`src/rtl/pkg_imageCache.sv`:
```
// Image cache geometry defaults and the unloader's FSM state type.
package pkg_imageCache;

  localparam int IC_ADDR_WIDTH = 10;
  localparam int IC_ROW_WIDTH  = 5;
  localparam int IC_COL_WIDTH  = 5;

  typedef enum logic [1:0] {
    IDLE,
    READ,
    DRAIN
  } unl_state_e;

endpackage

```
`src/rtl/structs.sv`:
```
// Cache read request; coordinate fields are sized for the largest supported frame.
package structs;

  typedef struct packed {
    logic                                     re;
    logic [pkg_imageCache::IC_COL_WIDTH-1:0]  raddrX;
    logic [pkg_imageCache::IC_ROW_WIDTH-1:0]  raddrY;
  } struct_imageCache_Read;

endpackage

```
`src/rtl/image_cache_unloader_if.sv`:
```
// Cache read port and output stream of the image cache unloader.
// IMAGE_CACHE_UNLOADER_LAST_EN adds the end-of-frame marker.
interface image_cache_unloader_if #(
  parameter int WORD_SIZE = 32
);
  import structs::*;

  struct_imageCache_Read  icr;
  logic [WORD_SIZE-1:0]   rdata;
  logic [WORD_SIZE-1:0]   data;
  logic                   data_ready;
  logic                   data_wanted;
`ifdef IMAGE_CACHE_UNLOADER_LAST_EN
  logic                   last;
`endif

  modport master (
    output icr, data, data_ready,
`ifdef IMAGE_CACHE_UNLOADER_LAST_EN
    output last,
`endif
    input  rdata, data_wanted
  );

  modport slave (
    input  icr, data, data_ready,
`ifdef IMAGE_CACHE_UNLOADER_LAST_EN
    input  last,
`endif
    output rdata, data_wanted
  );

endinterface

```
`src/rtl/image_cache_skid_fifo.sv`:
```
// Two-entry FIFO holding returned words the consumer has not yet accepted.
module image_cache_skid_fifo #(
  parameter int WIDTH = 32
) (
  input  logic             clk,
  input  logic             reset,
  input  logic             push,
  input  logic             pop,
  input  logic [WIDTH-1:0] wdata,
  output logic [WIDTH-1:0] rdata,
  output logic             full,
  output logic             empty
);
  logic [WIDTH-1:0] mem_q [2];
  logic             wr_ptr_q, wr_ptr_d;
  logic             rd_ptr_q, rd_ptr_d;
  logic [1:0]       count_q, count_d;
  logic             do_push, do_pop;

  assign full    = (count_q == 2'd2);
  assign empty   = (count_q == 2'd0);
  assign rdata   = mem_q[rd_ptr_q];
  assign do_push = push && !full;
  assign do_pop  = pop && !empty;

  always_comb begin
    wr_ptr_d = wr_ptr_q ^ do_push;
    rd_ptr_d = rd_ptr_q ^ do_pop;
    count_d  = count_q;
    case ({do_push, do_pop})
      2'b10:   count_d = count_q + 2'd1;
      2'b01:   count_d = count_q - 2'd1;
      default: count_d = count_q;
    endcase
  end

  always_ff @(posedge clk or posedge reset) begin
    if (reset) begin
      mem_q[0] <= '0;
      mem_q[1] <= '0;
      wr_ptr_q <= 1'b0;
      rd_ptr_q <= 1'b0;
      count_q  <= 2'd0;
    end else begin
      if (do_push) mem_q[wr_ptr_q] <= wdata;
      wr_ptr_q <= wr_ptr_d;
      rd_ptr_q <= rd_ptr_d;
      count_q  <= count_d;
    end
  end

endmodule

```
`src/rtl/image_cache_unloader.sv`:
```
// Streams one frame out of the image cache in raster order through a two-entry buffer.
// Define IMAGE_CACHE_UNLOADER_LAST_EN to drive bus.last on the final word.
module image_cache_unloader
  import pkg_imageCache::*;
  import structs::*;
#(
  parameter int ADDR_WIDTH = IC_ADDR_WIDTH,
  parameter int WORD_SIZE  = 32,
  parameter int ROW_WIDTH  = IC_ROW_WIDTH,
  parameter int COL_WIDTH  = IC_COL_WIDTH
) (
  input  logic                   clk,
  input  logic                   reset,
  input  logic                   start,
  image_cache_unloader_if.master bus,
  output logic                   busy,
  output logic                   unloaded
);
  localparam int FRAME_BITS = ROW_WIDTH + COL_WIDTH;
  localparam logic [FRAME_BITS-1:0] LAST_ADDR = '1;

  if (COL_WIDTH > IC_COL_WIDTH || ROW_WIDTH > IC_ROW_WIDTH ||
      FRAME_BITS > ADDR_WIDTH) begin : g_bad_geometry
    $error("image_cache_unloader: frame geometry does not fit the cache read port");
  end

  // States: IDLE waits for start, READ issues reads, DRAIN empties the buffer.
  unl_state_e            state_q, state_d;
  logic [FRAME_BITS-1:0] addr_q, addr_d;
  logic                  inflight_q, unloaded_q, unloaded_d;
  logic                  rd_en, xfer, final_xfer;
  logic                  fifo_push, fifo_pop, fifo_full, fifo_empty;
  logic [WORD_SIZE-1:0]  fifo_head;
  logic [1:0]            occupancy, pending;

  assign occupancy = fifo_full ? 2'd2 : (fifo_empty ? 2'd0 : 2'd1);
  assign pending   = occupancy + {1'b0, inflight_q};

  // An empty buffer passes returning data straight through, giving 1 word/cycle.
  assign bus.data_ready = !fifo_empty || inflight_q;
  assign bus.data       = !fifo_empty ? fifo_head : (inflight_q ? bus.rdata : '0);
  assign xfer           = bus.data_ready && bus.data_wanted;
  assign fifo_pop       = xfer && !fifo_empty;
  assign fifo_push      = inflight_q && !(fifo_empty && xfer);
  assign final_xfer     = (state_q == DRAIN) && xfer && (pending == 2'd1);

  assign busy     = (state_q != IDLE);
  assign unloaded = unloaded_q;

`ifdef IMAGE_CACHE_UNLOADER_LAST_EN
  assign bus.last = (state_q == DRAIN) && (pending == 2'd1);
`endif

  image_cache_skid_fifo #(
    .WIDTH (WORD_SIZE)
  ) u_fifo (
    .clk   (clk),
    .reset (reset),
    .push  (fifo_push),
    .pop   (fifo_pop),
    .wdata (bus.rdata),
    .rdata (fifo_head),
    .full  (fifo_full),
    .empty (fifo_empty)
  );

  always_comb begin
    state_d    = state_q;
    addr_d     = addr_q;
    unloaded_d = 1'b0;
    rd_en      = 1'b0;
    case (state_q)
      IDLE: begin
        if (start && !unloaded_q) begin
          state_d = READ;
          addr_d  = '0;
        end
      end
      READ: begin
        if (pending < 2'd2) begin
          rd_en  = 1'b1;
          addr_d = addr_q + 1'b1;
          if (addr_q == LAST_ADDR) state_d = DRAIN;
        end
      end
      DRAIN: begin
        if (final_xfer) begin
          state_d    = IDLE;
          unloaded_d = 1'b1;
        end
      end
      default: state_d = IDLE;
    endcase
  end

  always_comb begin
    bus.icr                        = '0;
    bus.icr.re                     = rd_en;
    bus.icr.raddrX[COL_WIDTH-1:0]  = addr_q[COL_WIDTH-1:0];
    bus.icr.raddrY[ROW_WIDTH-1:0]  = addr_q[FRAME_BITS-1:COL_WIDTH];
  end

  always_ff @(posedge clk or posedge reset) begin
    if (reset) begin
      state_q    <= IDLE;
      addr_q     <= '0;
      inflight_q <= 1'b0;
      unloaded_q <= 1'b0;
    end else begin
      state_q    <= state_d;
      addr_q     <= addr_d;
      inflight_q <= rd_en;
      unloaded_q <= unloaded_d;
    end
  end

endmodule

```
`src/flat_wrapper.sv`:
```
// flat-port wrapper written by rule: the top's interface ports become plain ports
module image_cache_unloader_flat import pkg_imageCache::*; import structs::*;
#(
  parameter int ADDR_WIDTH = IC_ADDR_WIDTH,
  parameter int WORD_SIZE  = 32,
  parameter int ROW_WIDTH  = IC_ROW_WIDTH,
  parameter int COL_WIDTH  = IC_COL_WIDTH
)
  (clk, reset, start, busy, unloaded, bus_icr, bus_data, bus_data_ready, bus_rdata, bus_data_wanted);
  image_cache_unloader_if #(.WORD_SIZE(WORD_SIZE)) bus_i ();
  input  logic clk;
  input  logic reset;
  input  logic start;
  output logic busy;
  output logic unloaded;
  output wire logic [$bits(bus_i.icr)-1:0] bus_icr;
  output wire logic [$bits(bus_i.data)-1:0] bus_data;
  output wire logic [$bits(bus_i.data_ready)-1:0] bus_data_ready;
  input wire logic [$bits(bus_i.rdata)-1:0] bus_rdata;
  input wire logic [$bits(bus_i.data_wanted)-1:0] bus_data_wanted;
  assign bus_icr = bus_i.icr;
  assign bus_data = bus_i.data;
  assign bus_data_ready = bus_i.data_ready;
  assign bus_i.rdata = bus_rdata;
  assign bus_i.data_wanted = bus_data_wanted;
  image_cache_unloader #(.ADDR_WIDTH(ADDR_WIDTH), .WORD_SIZE(WORD_SIZE), .ROW_WIDTH(ROW_WIDTH), .COL_WIDTH(COL_WIDTH)) u_core (.clk(clk), .reset(reset), .start(start), .bus(bus_i), .busy(busy), .unloaded(unloaded));
endmodule
```
`config.mk`:
```
export PLATFORM = sky130hd
export DESIGN_NAME = image_cache_unloader_flat
export DESIGN_NICKNAME = d
export VERILOG_FILES = /design/src/rtl/pkg_imageCache.sv /design/src/rtl/structs.sv /design/src/rtl/image_cache_unloader_if.sv /design/src/rtl/image_cache_skid_fifo.sv /design/src/rtl/image_cache_unloader.sv /design/src/flat_wrapper.sv
export SDC_FILE = /design/constraint.sdc
export NUM_CORES = 1
export LEC_CHECK = 0
export CAP_MARGIN = 10
export CORE_ASPECT_RATIO = 1.25
export CORE_MARGIN = 3
export CORE_UTILIZATION = 54
export DETAILED_ROUTE_END_ITERATION = 7
export PLACE_DENSITY_LB_ADDON = 0.12
export SLEW_MARGIN = 20
export SYNTH_ARGS = -nofsm -noshare
export SYNTH_HDL_FRONTEND = slang
export SYNTH_SLANG_ARGS = --single-unit
```
`constraint.sdc`:
```
create_clock -name clk -period 8 [get_ports clk]
set_input_delay 2.4 -clock clk [delete_from_list [all_inputs] [get_ports clk]]
set_output_delay 2.4 -clock clk [all_outputs]
set_load 0.02 [all_outputs]
```
# Word level (Yosys, flattened, before mapping)
# Index checks and enable logic that the tools add are counted.
# Widths: inputs -> output; s select.
[totals]
wordCells = 77
regBits = 82
inputBits = 36
output_inout_bits = 46
[op_classes]
eq_ne = 11
bitwise = 4
n_mux = 23
n_addsub = 4
reduce_logical = 22
n_lt_le_gt_ge = 4
[op_table]
columns = ["op", "n"]
rows = [
  ["$mux 32", 6],
  ["$bwmux 64", 1],
  ["$demux 32 s1", 1],
  ["$mux 10", 2],
  ["$pmux 10 s2", 1],
  ["$add 10x1->10 const B", 1],
  ["$eq 10x10->1 const B", 1],
  ["$logic_and 1x1->1", 10],
  ["$mux 2", 5],
  ["$ne 2x1->1 const B", 4],
  ["$eq 2x1->1 const B", 3],
  ["$eq 2x2->1 const B", 3],
  ["$pmux 2 s3", 1],
  ["$reduce_bool 2->1", 3],
  ["$mux 1", 5],
  ["$ge 2x2->1 const B", 2],
  ["$logic_not 1->1", 4],
  ["$logic_not 2->1", 2],
  ["$not 1->2", 2],
  ["$pmux 2 s2", 1],
  ["$reduce_and 4->1", 1],
  ["$reduce_and 3->1", 1],
  ["$add 2x1->2", 1],
  ["$add 2x1->2 const B", 1],
  ["5 further kinds", 6],
]

# Longest topological paths before layout
# Gate-level depths: netlist (run 1).
[depth]
word_depth = 10
depth_mapped = 8
ltp_nobuf = 6

# Hierarchy
# From an unflattened synthesis (run 1), not the netlist that was laid out.
[hier_totals]
hier_cells = 377
area_unflattened_um2 = 4695.8
[by_module_without_submodules]
columns = ["module", "area_per_inst_um2", "seq_area_each_um2", "cells_per_inst", "instances"]
rows = [
  ["image_cache_skid_fifo", 3450.8, 1701.6, 193, 1],
  ["image_cache_unloader", 1244.9, 350.3, 184, 1],
]

# Least setup slack after synthesis (run 1)
# Ideal clock, no wire load.
[synth_path]
kind = "input-to-output"
from = "input port bus_rdata[31]"
to = "output port bus_data[31]"
arrival_time_ns = 2.700
stages = 2
slack_ns = 2.900
t_required_ns = 5.600
n_path_buf = 0
path_cell_list = "nand3_1 > o21ai_0"
[synth_via]
elab_chain_cells = 2
[synth_lines]
columns = ["element", "line", "text"]
rows = [
  ["start: declaration", "flat_wrapper.sv:19", "input wire logic [$bits(bus_i.rdata)-1:0] bus_rdata;"],
  ["$mux 32 (2 in a row)", "image_cache_unloader.sv:41", "assign bus.data = !fifo_empty ? fifo_head : (inflight_q ? bus.rdata : '0);"],
  ["end: declaration", "flat_wrapper.sv:17", "output wire logic [$bits(bus_i.data)-1:0] bus_data;"],
]
# No other way between the ends.

# Final worst setup path (run 1)
[layout_path]
from = "input port bus_rdata[25]"
to = "output port bus_data[25]"
# Same word-level chain as after synthesis.

==> metrics.yaml, run 1 <==
outcome:
  outcome: "complete, no violations"
setup_path:
  cp.required_ps: 5600
  critical_path_class: "in2out"
  path_depth: 4
  crit_path_cell_trace: "clkdlybuf4s50_1 > nand3_1 > o21ai_0 > clkdlybuf4s50_1"
  cpMostUsedCell: "clkdlybuf4s50_1"
  rr_worst_depth: 6
  crit_path_max_fanout: 3
  slowest_stage: "clkdlybuf4s50_1"
  cp_top_family: "buffers and inverters"
  cpPeakStageDelay_ps: 640
  crit_arrival_ps: 3770
  startpoint_type: "primary input"
  path_buf_inv: 2
  crit_path_end_kind: "output port"
synth:
  syn_inst: 341
  synth_warnings: 0
  synth_top_area_cell: "dfrtp_1"
  ys_types: 34
  syn-cell-area_sq_um: 3990
  avgSynthCellArea_sq_um: 11.70
  synth_top_area_share: 0.5143
  synth_seq_cells: 82
  synth-seq-area-share: 0.5143
  synth_edf_count: 0
  netlist_top_cells_area: "dfrtp_1 51%, mux2_2 17%, mux2i_1 8.3%, nand3_1 4.8%, o21ai_0 4.4%"
  yosys_most_used_dff: "dfrtp_1"
  async_reset_ff_frac: 1.000
  syn-num-nets: 381
finish:
  finalInstanceArea_sq_um: 5137
  drive_gt1_frac: 0.2081
  fillers: 531
  stdcell_count: 508
  diodes: 0
  nets: 453
  syn2layout_area_growth_pct: 28.76
detailed_routing:
  routed_via_density: 5.573
  drtIter0Drc: 128
  wl_met2_um: 4124
  route.detailed.drc: 0
  routedWlPerCell_um: 16.24
  drtPass1Iterations: 5
  wl_um: 8249
  vias: 2831
  highest_layer: "met4"
  ant_nets: 0
  wl_met3_um: 272
  met1_length_um: 3712
placement:
  placed_area_sq_um: 4843
  portBuffers: 81
  gp_congestion: 0.8065
  place_inst: 491
  dp_slack_ps: 1839
  dp_hpwl_um: 5390
power_and_ir_drop:
  p_clk_frac: 0.162
  pwr-share-seq: 0.320
  combPwrFrac: 0.518
  power.switching_uw: 896.3
  switching_share: 0.3731
  peakVddDrop_mv: 0.2805
  powerDensity_nw_per_um2: 467.6
  power_leakage_uw: 0.002137
  cellInternalPower_uw: 1506
clocking:
  clock_latency_ps: 340
  clock-sinks: 82
  cts-resized-gates: 0
  post_cts_buffers: 0
  clockBufferDepth: 2
  holdBufCountCts: 0
  clk_pin_slew_ps: 80
  numCtsBuffers: 9
  cts.htree.levels: 3
  cts_tree: "built"
  ctsRootBufferMaster: "clkbuf_8"
flow_run:
  maxCapViolCount: 0
floorplan:
  dieWidth_um: 82.89
  die-height_um: 102.1
  core_area_sq_um: 7062
  start_util: 0.5650
  ios: 82
  dieArea_sq_um: 8463
  rows: 34
sta:
  worst_slew_pin_slew_ps: 1038
  hold_viol: 0
  rsz0062_at_grt: "no"
  max_freq_mhz: 162.1
  slew_violations: 0
  holdWs_ps: 487.0
  skew_ps: 8.831
  setup_viol: 0
  tns_ps: 0
  fin_crit_sh: 0.7713
  setup_ws_ps: 1830
  period_needed_ps: 6170
  slew_headroom: 0.3081
grt:
  grt_pass1_vias: 2969
  grt.total_usage: 0.2010
  grt_overflow: 0
  grt_pass1_wl_um: 13940
  grt_max_degree: 83
  antenna_found_initial: 0
worst_hold_path:
  whs_path_depth: 1
  min_path_type: "reg2reg"
[registers in the layout (all words and copies together) (netlist names)]
register,cells
u_core.inflight_q,1
u_core.addr_q,10
u_core.u_fifo.rd_ptr_q,1
u_core.state_q,2
u_core.unloaded,1
u_core.u_fifo.count_q,2
u_core.u_fifo.mem_q,64
u_core.u_fifo.wr_ptr_q,1
[Yosys cell counts (2+ instances only)]
| master | count |
|---|---|
| nand2_1 | 6 |
| o31ai_1 | 2 |
| mux2_1 | 5 |
| mux2i_1 | 33 |
| buf_6 | 2 |
| xor2_1 | 2 |
| clkbuf_1 | 14 |
| nor2_1 | 8 |
| mux2_2 | 59 |
| o21ai_1 | 2 |
| nor4_1 | 3 |
| buf_1 | 8 |
| inv_1 | 5 |
| dfrtp_1 | 82 |
| nand3_1 | 38 |
| nor3_1 | 3 |
| o21ai_0 | 35 |
| ha_1 | 4 |
| nand4_1 | 3 |
| a21oi_1 | 2 |
| xnor2_1 | 7 |
| nor2b_1 | 2 |
| or4_1 | 3 |
| nor3b_1 | 3 |
[cells in the final DEF, fill, tap and decap left out, drive strengths merged]
cell type      instances
nor2                   8
nor3                   3
nand3                 38
xnor2                  7
nor4                   3
nand4                  3
clkinv                 2
or4                    3
nor2b                  2
ha                     4
mux2i                 33
nor3b                  3
or3b                   1
o21ai                 37
buf                    6
a21oi                  2
clkdlybuf4s50         81
mux2                  65
or3                    1
clkbuf                11
nand2b                 1
or2                    2
xor2                   2
nand2                  6
dfrtp                 82
inv                    5
and3                   1
bufinv                 4
o31ai                  2
[routing by layer]
layer	up-vias	global-route usage
li1	1364	-
met1	1390	0.2532
met2	64	0.3519
met3	13	0.03065
met4	0	0.07925
met5	-	0
[kinds of logic after synthesis]
family,count (synthesis),synth area share
mux,98,0.2672
flops,82,0.5143
simple gates,75,0.09847
compound gates,41,0.05268
buf+inv,32,0.03512
xor+xnor,9,0.01976
fa+ha+maj,4,0.01254
[layout make-up]
| class | count | area, sq um | area share |
|---|---|---|---|
| sequential | 82 | 2053 | 0.3997 |
| multi-input combinational | 227 | 1805 | 0.3514 |
| timing repair buffer | 87 | 875.8 | 0.1705 |
| clock buffer | 11 | 141.4 | 0.02752 |
| clock inverter | 5 | 125.1 | 0.02435 |
| tap | 90 | 112.6 | 0.02192 |
| inverter | 6 | 23.77 | 0.004627 |
[path summary, 6_finish.rpt]
path                                    from                 endpoint  slack (ps)
setup / recovery               bus_rdata[25]             bus_data[25]        1830
hold reg to reg            u_core.state_q[0]          u_core.unloaded         490
min in group asynchronous              reset  u_core.u_fifo.mem_q[20]        2460
hold / removal             u_core.state_q[0]          u_core.unloaded         490
max in group asynchronous              reset        u_core.state_q[0]        4970
setup reg to reg           u_core.inflight_q  u_core.u_fifo.mem_q[44]        5550
[power groups by stage]
stage	registers [uW]	clock network, uW	logic (uW)
2_1_floorplan	711	0	851
3_3_place_gp	765	0	1230
3_5_place_dp	778	0	1260
4_1_cts	769	395	1260
5_1_grt	798	411	1350
6_report	768	388	1250
[metrics by stage]
step	power, uW	utilization
floorplan	1562	-
global placement	1997	0.6859
detailed placement	2036	0.6859
CTS	2425	0.7236
global route	2558	0.7275
finish	2402	0.7275
No activity file was read; power rests on OpenSTA's default activity.
==> inputs of run 2 (changes only) <==
--- a/config.mk
+++ b/config.mk
@@ -8,7 +8,7 @@
 export CAP_MARGIN = 10
 export CORE_ASPECT_RATIO = 1.25
 export CORE_MARGIN = 3
-export CORE_UTILIZATION = 54
+export CORE_UTILIZATION = 46
 export DETAILED_ROUTE_END_ITERATION = 7
 export PLACE_DENSITY_LB_ADDON = 0.12
 export SLEW_MARGIN = 20
==> constraint.sdc (replaced) <==
create_clock -name clk -period 5.2 [get_ports clk]
set_input_delay 1.56 -clock clk [delete_from_list [all_inputs] [get_ports clk]]
set_output_delay 1.56 -clock clk [all_outputs]
set_load 0.02 [all_outputs]
==> run 2 against run 1 <==
  * Sequential cell count unchanged
  * Worst hold slack got worse by 10 ps
  * Sequential share of layout area increased by 0.65 points
  * Clock-buffer cell count increased by 2
  * First-iteration DRC count decreased by 21%
==> metrics.yaml, run 2 (synthesis results as in run 1) <==
outcome:
  outcome: "complete, no violations"
grt:
  antenna_found_initial: 0  # unchanged
  grt_pass1_wl_um: 13500  # -3.1%
  grt_max_degree: 58  # -30%
  grt_pass1_vias: 2786  # -6.2%
  grt.total_usage: 0.1801  # -0.02092
  grt_overflow: 0  # unchanged
flow_run:
  maxCapViolCount: 0  # unchanged
sta:
  fin_crit_sh: 0.8656
  hold_viol: 0  # unchanged
  rsz0062_at_grt: "no"
  worst_slew_pin_slew_ps: 1038  # +0.09471 ps
  slew_headroom: 0.3080  # about the same
  max_freq_mhz: 222.2
  period_needed_ps: 4501
  holdWs_ps: 476.8  # -10.28 ps
  setup_viol: 0  # unchanged
  skew_ps: 7.772  # -1.059 ps
  tns_ps: 0  # unchanged
  slew_violations: 0  # unchanged
clocking:
  cts-resized-gates: 0  # unchanged
  cts_tree: "built"
  clk_pin_slew_ps: 80  # about the same
  ctsRootBufferMaster: "clkbuf_8"
  clock-sinks: 82  # unchanged
  clock_latency_ps: 350  # about the same
  holdBufCountCts: 0  # unchanged
  cts.htree.levels: 3  # unchanged
  post_cts_buffers: 0  # unchanged
  clockBufferDepth: 2  # unchanged
  numCtsBuffers: 9  # unchanged
setup_path:
  cpPeakStageDelay_ps: 650  # about the same
  cpMostUsedCell: "clkdlybuf4s50_1"
  crit_path_cell_trace: "clkdlybuf4s50_1 > nand3_1 > o21ai_0 > clkdlybuf4s50_1"
  startpoint_type: "primary input"
  slowest_stage: "clkdlybuf4s50_1"
  rr_worst_depth: 5  # -1
  crit_path_max_fanout: 3  # unchanged
  cp.required_ps: 3640  # -1960 ps
  crit_arrival_ps: 2940  # -830 ps
  crit_path_end_kind: "output port"
  critical_path_class: "in2out"
worst_hold_path:
  whs_path_depth: 1  # unchanged
  min_path_type: "reg2reg"
placement:
  gp_congestion: 0.8236  # +2.1%
  dp_hpwl_um: 5270  # -2.2%
  portBuffers: 81  # unchanged
detailed_routing:
  routed_via_density: 5.502  # -1.3%
  route.detailed.drc: 0  # unchanged
  routedWlPerCell_um: 16.10  # -0.84%
  drtPass1Iterations: 4  # -1
  wl_um: 8244  # about the same
  drtIter0Drc: 101  # -21%
  vias: 2817  # -0.49%
  ant_nets: 0  # unchanged
finish:
  regMostFlops: "u_core.u_fifo.mem_q"
  largest_register_ffs: 64  # unchanged
  top_regs: "u_core.u_fifo.mem_q x64, u_core.addr_q x10"
  diodes: 0  # unchanged
  syn2layout_area_growth_pct: 26.69
  nets: 451  # -0.44%
  final_cell_mix: "81 x clkdlybuf4s50_1, 81 x dfrtp_1, 59 x mux2_2"
  drive_gt1_frac: 0.2072  # -0.0009051
  fillers: 700  # +32%
floorplan:
  rows: 37  # +8.8%
  ios: 82  # unchanged
  die-height_um: 110.1  # +7.9%
  dieWidth_um: 89.30  # +7.7%
  dieArea_sq_um: 9835  # +16%
  core_area_sq_um: 8333  # +18%
  start_util: 0.4788  # -0.08620
power_and_ir_drop:
  power_leakage_uw: 0.002088  # -2.3%
  powerDensity_nw_per_um2: 707.0  # +51%
  peakVddDrop_mv: 0.3331  # +19%
## run 2: cell types whose count changed in the layout (fill, tap and decap cells not counted)
cell,before,now
buf_16,1,0
buf_4,5,4
clkbuf_8,10,12
ha_1,4,2
clkinv_2,2,1
inv_4,0,1
bufinv_16,4,1
ha_2,0,2
## run 2: final cells by class
type | count | area (sq um) | share of cell area
Tap cell | 97 | 121.4 | 0.02401
Timing Repair Buffer | 85 | 840.8 | 0.1663
Clock buffer | 13 | 168.9 | 0.03342
Inverter | 6 | 25.02 | 0.004950
Multi-Input combinational cell | 227 | 1810 | 0.3582
Sequential cell | 82 | 2053 | 0.4062
Clock inverter | 2 | 35.03 | 0.006931
## run 2: report_power, final
| part | switching, uW | total [uW] | leakage, uW | internal [uW] |
|---|---|---|---|---|
| clock | 218 | 476 | 0.000106 | 258 |
| combinational | 917 | 1920 | 0.000999 | 998 |
| sequential | 243 | 1180 | 0.000983 | 940 |
| total | 1380 | 3570 | 0.00209 | 2200 |
## run 2: final timing paths
kind                       slack, ps         startpoint                      end
setup / recovery                 700      bus_rdata[24]             bus_data[24]
hold / removal                   480  u_core.state_q[0]          u_core.unloaded
setup reg to reg                2810  u_core.inflight_q  u_core.u_fifo.mem_q[54]
hold reg to reg                  480  u_core.state_q[0]          u_core.unloaded
max in group asynchronous       2710              reset   u_core.u_fifo.mem_q[5]
min in group asynchronous       1670              reset  u_core.u_fifo.mem_q[61]
## run 2: worst max-delay path: cells and delay by family
| family | cells | cell delay [ps] |
|---|---|---|
| buffers and inverters | 2 | 1170 |
| AO/OA/AOI/OAI | 1 | 140 |
| AND/OR/NAND/NOR | 1 | 80 |
## run 2: per-stage QoR
| stage | instances | worst slack, ps | util | area (sq um) | power [uW] |
|---|---|---|---|---|---|
| floorplan | 341 | 1532 | - | 3990 | 2403 |
| global placement | 497 | 717.4 | 0.5820 | 4850 | 3100 |
| detailed placement | 497 | 710.6 | 0.5820 | 4850 | 3140 |
| CTS | 512 | 705.8 | 0.6065 | 5054 | 3623 |
| global route | 512 | 626.4 | 0.6066 | 5055 | 3833 |
| finish | 512 | 698.8 | 0.6066 | 5055 | 3574 |
## run 2: layer usage
layer	part of all wire	wire length [um]	vias to the layer above	GRT usage
li1	-	-	1354	-
met1	0.46	3808	1387	0.2303
met2	0.48	3966	64	0.2961
met3	0.038	313	12	0.03048
met4	0.019	155	0	0.08298
met5	0	0	-	0
